**src/rtl/mma_tile_sequencer_pkg.sv**
```systemverilog
// Shared definitions for the MMA tile sequencer: FSM encoding, shape decoding
// and the tile-count helper used when a run is captured.
package mma_tile_sequencer_pkg;

  typedef enum logic [1:0] {
    SEQ_IDLE  = 2'd0,
    SEQ_RUN   = 2'd1,
    SEQ_DRAIN = 2'd2,
    SEQ_DONE  = 2'd3
  } seq_state_e;

  localparam int         SHAPE_BASE     = 4;
  localparam logic [3:0] MAX_SHAPE_CODE = 4'd7;
  localparam int         CNT_W          = 8;

  function automatic int shape_dim(input logic [3:0] code);
    logic [3:0] c;
    c = (code > MAX_SHAPE_CODE) ? MAX_SHAPE_CODE : code;
    return SHAPE_BASE << c;
  endfunction

  // A dimension smaller than the tile still needs one (partial) tile.
  function automatic logic [CNT_W-1:0] tile_count(input logic [3:0] code, input int tile);
    int n;
    n = shape_dim(code) / tile;
    if (n < 1) n = 1;
    return CNT_W'(n);
  endfunction

endpackage

```
**src/rtl/mma_tile_sequencer_loop_counter.sv**
```systemverilog
// Wrapping index counter; wrap_o flags the increment that returns idx to 0 so
// counters can be chained into a nested loop.
module mma_loop_counter
  import mma_tile_sequencer_pkg::*;
#(
  parameter int IDX_W = 7
) (
  input  logic             clk_i,
  input  logic             rst_i,
  input  logic             clr_i,
  input  logic             inc_i,
  input  logic [IDX_W-1:0] limit_i,
  output logic [IDX_W-1:0] idx_o,
  output logic             wrap_o
);

  logic [IDX_W-1:0] idx_q, idx_d;

  assign wrap_o = inc_i && (idx_q == limit_i);
  assign idx_o  = idx_q;

  always_comb begin
    idx_d = idx_q;
    if (clr_i) begin
      idx_d = '0;
    end else if (inc_i) begin
      idx_d = wrap_o ? '0 : idx_q + IDX_W'(1);
    end
  end

  always_ff @(posedge clk_i or posedge rst_i) begin
    if (rst_i) begin
      idx_q <= '0;
    end else begin
      idx_q <= idx_d;
    end
  end

endmodule

```
**src/rtl/mma_tile_sequencer.sv**
```systemverilog
// Walks an MxNxK problem as tiles (k innermost, then n, then m), issuing one
// tile command per handshake while bounding issued-but-unretired tiles.
module mma_tile_sequencer
  import mma_tile_sequencer_pkg::*;
#(
  parameter int TILE_M          = 4,
  parameter int TILE_N          = 4,
  parameter int TILE_K          = 4,
  parameter int IDX_W           = 7,
  parameter int MAX_OUTSTANDING = 4
) (
  input  logic             clk_i,
  input  logic             rst_i,
  input  logic             start_i,
  input  logic             abort_i,
  input  logic             config_valid_i,
  input  logic [3:0]       shape_m_reg_i,
  input  logic [3:0]       shape_n_reg_i,
  input  logic [3:0]       shape_k_reg_i,
  output logic             tile_valid_o,
  input  logic             tile_ready_i,
  output logic [IDX_W-1:0] tile_m_idx_o,
  output logic [IDX_W-1:0] tile_n_idx_o,
  output logic [IDX_W-1:0] tile_k_idx_o,
  output logic             tile_first_k_o,
  output logic             tile_last_k_o,
  input  logic             tile_retire_i,
  output logic             busy_o,
  output logic             done_o,
  output logic             aborted_o,
  output logic             start_error_o,
  output logic             retire_error_o,
  output seq_state_e       state_o
);

  localparam int OUT_W = 4;

  // Tile handshake: a command transfers on a cycle where tile_valid_o and
  // tile_ready_i are both high. Once raised, tile_valid_o and every tile_*
  // field hold steady until that transfer (abort is the only early drop).
  seq_state_e       state_q;
  logic             valid_q, busy_q, done_q, aborted_q, start_err_q, retire_err_q;
  logic [IDX_W-1:0] lim_m_q, lim_n_q, lim_k_q;
  logic [OUT_W-1:0] out_q, out_d;

  logic             hs, ret_ok, ret_bad, accept, can_issue;
  logic             wrap_k, wrap_n, wrap_m;
  logic [IDX_W-1:0] idx_m, idx_n, idx_k;

  assign hs      = valid_q && tile_ready_i;
  assign ret_ok  = tile_retire_i && (out_q != '0);
  assign ret_bad = tile_retire_i && (out_q == '0);
  assign accept  = (state_q == SEQ_IDLE) && start_i && config_valid_i;

  always_comb begin
    out_d = out_q;
    if (hs && !ret_ok) begin
      out_d = out_q + OUT_W'(1);
    end else if (!hs && ret_ok) begin
      out_d = out_q - OUT_W'(1);
    end
  end

  // Outstanding can only fall while a command waits, so valid never drops early.
  assign can_issue = (out_d < OUT_W'(MAX_OUTSTANDING));

  mma_loop_counter #(.IDX_W(IDX_W)) u_cnt_k (
    .clk_i   (clk_i),
    .rst_i   (rst_i),
    .clr_i   (accept),
    .inc_i   (hs),
    .limit_i (lim_k_q),
    .idx_o   (idx_k),
    .wrap_o  (wrap_k)
  );

  mma_loop_counter #(.IDX_W(IDX_W)) u_cnt_n (
    .clk_i   (clk_i),
    .rst_i   (rst_i),
    .clr_i   (accept),
    .inc_i   (wrap_k),
    .limit_i (lim_n_q),
    .idx_o   (idx_n),
    .wrap_o  (wrap_n)
  );

  mma_loop_counter #(.IDX_W(IDX_W)) u_cnt_m (
    .clk_i   (clk_i),
    .rst_i   (rst_i),
    .clr_i   (accept),
    .inc_i   (wrap_n),
    .limit_i (lim_m_q),
    .idx_o   (idx_m),
    .wrap_o  (wrap_m)
  );

  always_ff @(posedge clk_i or posedge rst_i) begin
    if (rst_i) begin
      state_q      <= SEQ_IDLE;
      valid_q      <= 1'b0;
      busy_q       <= 1'b0;
      done_q       <= 1'b0;
      aborted_q    <= 1'b0;
      start_err_q  <= 1'b0;
      retire_err_q <= 1'b0;
      lim_m_q      <= '0;
      lim_n_q      <= '0;
      lim_k_q      <= '0;
      out_q        <= '0;
    end else begin
      out_q       <= out_d;
      start_err_q <= 1'b0;
      done_q      <= 1'b0;
      // A stray retire on the same cycle as an accepted start still flags.
      if (ret_bad) begin
        retire_err_q <= 1'b1;
      end else if (accept) begin
        retire_err_q <= 1'b0;
      end
      case (state_q)
        SEQ_IDLE: begin
          if (start_i) begin
            if (config_valid_i) begin
              lim_m_q   <= IDX_W'(tile_count(shape_m_reg_i, TILE_M) - 8'd1);
              lim_n_q   <= IDX_W'(tile_count(shape_n_reg_i, TILE_N) - 8'd1);
              lim_k_q   <= IDX_W'(tile_count(shape_k_reg_i, TILE_K) - 8'd1);
              aborted_q <= 1'b0;
              busy_q    <= 1'b1;
              valid_q   <= can_issue;
              state_q   <= SEQ_RUN;
            end else begin
              start_err_q <= 1'b1;
            end
          end
        end
        SEQ_RUN: begin
          if (abort_i) begin
            aborted_q <= 1'b1;
            valid_q   <= 1'b0;
            state_q   <= SEQ_DRAIN;
          end else if (wrap_m) begin
            valid_q <= 1'b0;
            state_q <= SEQ_DRAIN;
          end else begin
            valid_q <= can_issue;
          end
        end
        SEQ_DRAIN: begin
          if (out_q == '0) begin
            done_q  <= 1'b1;
            state_q <= SEQ_DONE;
          end
        end
        SEQ_DONE: begin
          busy_q  <= 1'b0;
          state_q <= SEQ_IDLE;
        end
        default: begin
          state_q <= SEQ_IDLE;
        end
      endcase
    end
  end

  assign tile_valid_o   = valid_q;
  assign tile_m_idx_o   = idx_m;
  assign tile_n_idx_o   = idx_n;
  assign tile_k_idx_o   = idx_k;
  assign tile_first_k_o = valid_q && (idx_k == '0);
  assign tile_last_k_o  = valid_q && (idx_k == lim_k_q);
  assign busy_o         = busy_q;
  assign done_o         = done_q;
  assign aborted_o      = aborted_q;
  assign start_error_o  = start_err_q;
  assign retire_error_o = retire_err_q;
  assign state_o        = state_q;

endmodule

```
**config.mk**
```make
export PLATFORM = sky130hd
export DESIGN_NAME = mma_tile_sequencer
export DESIGN_NICKNAME = d
export VERILOG_FILES = /design/src/rtl/mma_tile_sequencer_pkg.sv /design/src/rtl/mma_tile_sequencer_loop_counter.sv /design/src/rtl/mma_tile_sequencer.sv
export SDC_FILE = /design/constraint.sdc
export NUM_CORES = 1
export LEC_CHECK = 0
export BUFFER_PORTS_ARGS = -buffer_cell sky130_fd_sc_hd__buf_2
export CAP_MARGIN = 5
export CORE_AREA = 2 2 98 81
export CTS_CLUSTER_DIAMETER = 100
export DETAILED_ROUTE_END_ITERATION = 6
export DIE_AREA = 0 0 100 83
export GPL_TIMING_DRIVEN = 0
export PLACE_DENSITY = 0.76
export SLEW_MARGIN = 30
export SYNTH_ARGS = -nofsm -noshare
export SYNTH_HDL_FRONTEND = slang
export SYNTH_SLANG_ARGS = --single-unit
```
**constraint.sdc**
```tcl
create_clock -name clk_i -period 7.35 [get_ports clk_i]
set_input_delay 1.47 -clock clk_i [delete_from_list [all_inputs] [get_ports clk_i]]
set_output_delay 1.47 -clock clk_i [all_outputs]
set_load 0.03 [all_outputs]
```
## Yosys cells after proc, flatten, opt, wreduce, memory -nomap -nowiden

Index checks and enable logic that the tools add are counted.

- Register bits: 54
- Bits of input ports: 19
- Output and inout port bits: 31
- Word-level logic and storage cells: 132

- Add/subtract/negate cells: 11
- Order comparisons: 7
- Eq/ne operators: 11
- Shifts and indexed selects: 3
- Multiplexer cells: 51
- Bitwise operators: 3
- Reductions and logical operators: 32

Operators by type and width:

| operator | number |
|---|---|
| 2-to-1 mux 7 bit | 21 |
| adder 32 x 1 -> 32 bit | 3 |
| less-than comparator 32 x 2 -> 1 bit (second input constant) | 3 |
| left shift 3 x 4 -> 32 bit (first input constant) | 3 |
| adder 7 x 1 -> 7 bit (second input constant) | 3 |
| equality test 7 bit | 3 |
| subtractor 7 x 1 -> 7 bit (second input constant) | 3 |
| 2-to-1 mux 4 bit | 5 |
| 2-to-1 mux 1 bit | 16 |
| > comparator 4 x 3 -> 1 bit (second input constant) | 3 |
| logical AND 1 bit | 12 |
| nonzero test 2 bit | 6 |
| 2-to-1 mux 2 bit | 5 |
| AND reduction 3 bit | 3 |
| inequality test 2 bit (second input constant) | 4 |
| case mux 2 bit (4 select lines) | 1 |
| AND reduction 4 bit | 2 |
| logical NOT 7 bit | 1 |
| case mux 1 bit (2 select lines) | 3 |
| OR reduction 2 bit | 3 |
| adder 4 x 1 -> 4 bit (second input constant) | 1 |
| equality test 2 bit (second input constant) | 2 |
| logical NOT 4 bit | 1 |
| less-than comparator 4 x 3 -> 1 bit (second input constant) | 1 |
| 7 further kinds | 10 |

## Longest topological paths before layout

- Depth in word-level cells: 12
- Depth in mapped cells: 11
- Depth with buffers taken out: 11

## By module

From an unflattened synthesis, not the netlist that was laid out.

- Cell total of the unflattened synthesis: 339
- Area, all modules: 3,209.3 sq um

By module, submodules not included:

| module | instances | cells each | area an instance (sq um) | sequential area each (sq um) |
|---|---|---|---|---|
| mma_tile_sequencer | 1 | 192 | 1,798.0 | 825.8 |
| mma_loop_counter | 3 | 49 | 470.5 | 175.2 |

## Worst setup path after synthesis

Ideal clock, no wire load.

- Kind: register to output
- From: register u_cnt_k.idx_q[0], in the netlist u_cnt_k.idx_o[0]
- To: output tile_first_k_o
- Data arrival time: 2.374 ns
- Required time: 5.880 ns
- Setup slack: 3.506 ns
- Cell stages (with the launch flop): 5
- Path buffers: 0
- Path through: dfrtp_1 inv_1 ha_1 or4b_2 nor4b_1

- Longest elaborated chain between the ends: 2

RTL lines:

| item | line | source |
|---|---|---|
| start, declared | mma_tile_sequencer_loop_counter.sv:17 | `logic [IDX_W-1:0] idx_q, idx_d;` |
| start signal, assigned | mma_tile_sequencer_loop_counter.sv:35 | `idx_q <= idx_d;` |
| logical NOT 7 bit | mma_tile_sequencer.sv:169 | `assign tile_first_k_o = valid_q && (idx_k == '0);` |
| logical AND 1 bit | mma_tile_sequencer.sv:169 |  |
| end, declared | mma_tile_sequencer.sv:25 | `output logic tile_first_k_o,` |

Every way passes these cells.

## Worst setup path after layout

Ends and elaborated chain as after synthesis.

==> results.cfg <==
[outcome]
status = finished clean

[synth]
synthArstFlopShare_pct = 100
synth_area_sq_um = 3210
syn-instance-count = 360
synth-seq-cells = 54
syn_nets = 394
synth.distinct_cells = 47
synth-edff-count = 0
syn_avg_cell_area_sq_um = 8.92
yosysSeqAreaShare_pct = 42.1
yosys_warnings = 0
synthFlopType = dfrtp_1

[sta]
fin_crit_sh_pct = 49.0
grt_setup_unrepaired = false
finClkSkew_ns = 0.0149
finalHoldViolCount = 0
fin_hold_ws_ns = 0.507
drv_slew = 0
slew_headroom_pct = 55.1
tightestPinTransition_ns = 0.673
setup_viol = 0
max_freq_ghz = 0.278
finalCriticalPeriod_ns = 3.60
tns_ns = 0

[placement]
place_hpwl_mm = 5.78
numPortBuffers = 49
gp_congestion = 0.847

[routing]
viasPerCell = 5.69
drt_iter0_drc = 220
drc = 0
drt_first_pass_iters = 4
wl_mm = 7.90
vias = 2893
avgRoutedWirePerCell_um = 15.6
ant_nets = 0

[power_and_ir_drop]
seq_power_share_pct = 40.6
power.share.switching_pct = 43.7
internal_power_uw = 723
switching_power_uw = 562
p_comb_share_pct = 43.2
ir_drop_mv = 0.178
p_per_area_nw_per_um2 = 346
p_leak_nw = 1.72
p_clk_share_pct = 16.2

[clock_tree]
cts_made_buffers = 5
h-tree-depth = 2
post_cts_resized = 0
ctsHoldBuffers = 0
clkTransAtPathRegs_ns = 0.11
clockBufferDepth = 2
cts_root_buf = clkbuf_8
clkLatencyLatePin_ns = 0.33
cts_tree = yes
cts_sinks = 54
cts_setup_buffers = 0

[global_route]
antenna_found_initial = 0
grtUsageTotal_pct = 20.1
grt_max_degree = 46
grt_pass1_vias = 2809
grt_overflow = 0
grt_pass1_wl_mm = 13.5

[final_layout]
final_common_cell = nand2_1
fillers = 697
finalNetCount = 451
diodes = 0
area_delta_synth_final_pct = 15.6
drive_gt1_share_pct = 17.0
final_cell_mix = nand2_1, dfrtp_1, buf_2

[hold_path]
hold_class = reg -> reg

[critical_path]
crit_fanout = 6
crit_required_ns = 5.88
critical_path_class = reg -> out
crit_path_start_kind = flop
endpoint_kind = output port
arrival_ns = 2.13

[floorplan]
die_area_sq_um = 8300
rows = 28
die_w_um = 100
initial_core_util_pct = 44.1
core_sq_um = 7290
die_y_um = 83
io_pins = 50

[run]
cap_violations = 0
## registers in the layout, summed over array words and instances, names as in the netlist, 2 cells and up
| name | count |
|---|---|
| lim_k_q | 7 |
| lim_m_q | 7 |
| lim_n_q | 7 |
| out_q | 4 |
| state_o | 2 |
| u_cnt_k.idx_o | 7 |
| u_cnt_m.idx_o | 7 |
| u_cnt_n.idx_o | 7 |
## per-layer routing
layer	GRT usage, %	wire, um	up-vias
met5	0	0	-
met4	5.23	60	0
met3	3.37	468	8
met2	34.0	3720	64
met1	26.8	3650	1407
li1	-	-	1414
## cells in the mapped netlist (2+ instances only)
| cell | n | share of area (%) |
|---|---|---|
| o41ai_1 | 3 | 0.82 |
| o21a_1 | 2 | 0.47 |
| nor2b_1 | 2 | 0.39 |
| o211ai_1 | 3 | 0.70 |
| xor2_1 | 23 | 6.3 |
| o22a_1 | 3 | 0.82 |
| ha_1 | 15 | 5.8 |
| or2_2 | 4 | 0.78 |
| a211oi_1 | 3 | 0.70 |
| nand2b_1 | 2 | 0.39 |
| dfrtp_1 | 54 | 42 |
| a21o_1 | 3 | 0.70 |
| and3_1 | 7 | 1.4 |
| or4_1 | 9 | 2.1 |
| and2_1 | 2 | 0.39 |
| a31oi_1 | 12 | 2.3 |
| o21ai_0 | 27 | 4.2 |
| nor2_1 | 16 | 1.9 |
| xnor2_1 | 5 | 1.4 |
| o311ai_0 | 4 | 1.1 |
| nor4b_1 | 4 | 1.1 |
| nand4_1 | 4 | 0.78 |
| nand3b_1 | 6 | 1.4 |
| nand2_1 | 55 | 6.4 |
| clkbuf_1 | 13 | 1.5 |
| nand4b_1 | 2 | 0.55 |
| a21oi_1 | 14 | 2.2 |
| inv_1 | 11 | 1.3 |
| nand3_1 | 20 | 3.1 |
| nor3_1 | 15 | 2.3 |
## power groups by stage
stage	combinational, mW	clock [mW]	sequential (mW)
global placement	0.529	0	0.522
floorplan	0.344	0	0.577
finish	0.556	0.208	0.522
global route	0.625	0.221	0.541
detailed placement	0.555	0	0.530
CTS	0.559	0.211	0.523
## worst paths after layout
path,slack (ns),cells past startpoint,end,start
worst max-delay path,3.75,5,tile_first_k_o,u_cnt_k.idx_o[0]$_DFFE_PP0P_
worst min-delay path,0.51,2,lim_m_q[2]$_DFFE_PP0P_,lim_m_q[2]$_DFFE_PP0P_
worst max register to register,4.58,10,tile_valid_o$_DFFE_PP0P_,out_q[0]$_DFFE_PP0P_
worst min register to register,0.51,2,lim_m_q[2]$_DFFE_PP0P_,lim_m_q[2]$_DFFE_PP0P_
max in group asynchronous,5.86,3,lim_n_q[1]$_DFFE_PP0P_,rst_i
min in group asynchronous,1.02,2,out_q[0]$_DFFE_PP0P_,rst_i
## through the flow
step / util, % / total power, mW / area, sq um / instances / setup slack, ns
4_1_cts: 51.0 / 1.29 / 3710 / 508 / 3.74
3_5_place_dp: 49.4 / 1.08 / 3600 / 500 / 3.75
2_1_floorplan: - / 0.922 / 3210 / 360 / 3.51
5_1_grt: 51.0 / 1.39 / 3710 / 508 / 3.62
6_report: 51.0 / 1.29 / 3710 / 508 / 3.75
3_3_place_gp: 49.0 / 1.05 / 3570 / 499 / 3.78
## worst max-delay path, stage by stage (launching register included)
cell     delay [ns]
dfrtp_1        0.49
inv_1          0.10
ha_1           0.14
or4b_2         0.58
nor4b_1        0.25
buf_2          0.25
## area by class of cell
class                      instances  area (sq um)  area share, %
clock buffer                       5          68.8           1.85
multi-input combinational        280          1760           47.4
tap                               90           113           3.03
sequential                        54          1350           36.4
clock inverter                     3          45.0           1.21
inverter                          11          43.8           1.18
timing repair buffer              50           273           7.35
buffer                            15          57.6           1.55
## logic make-up (layout without fill, tap and decap cells)
kind of cell | after synthesis | in the layout | share of synthesized area [%]
buffers and inverters | 26 | 84 | 3.08
DFF | 54 | 54 | 42.1
adders and majority gates | 15 | 15 | 5.84
AOI/OAI and AO/OA | 80 | 80 | 15.5
muxes | 1 | 1 | 0.351
xor gates and xnor gates | 28 | 28 | 7.64
and+or+nand+nor | 156 | 156 | 25.5
Note: power is estimated with default switching activity, not from simulation.
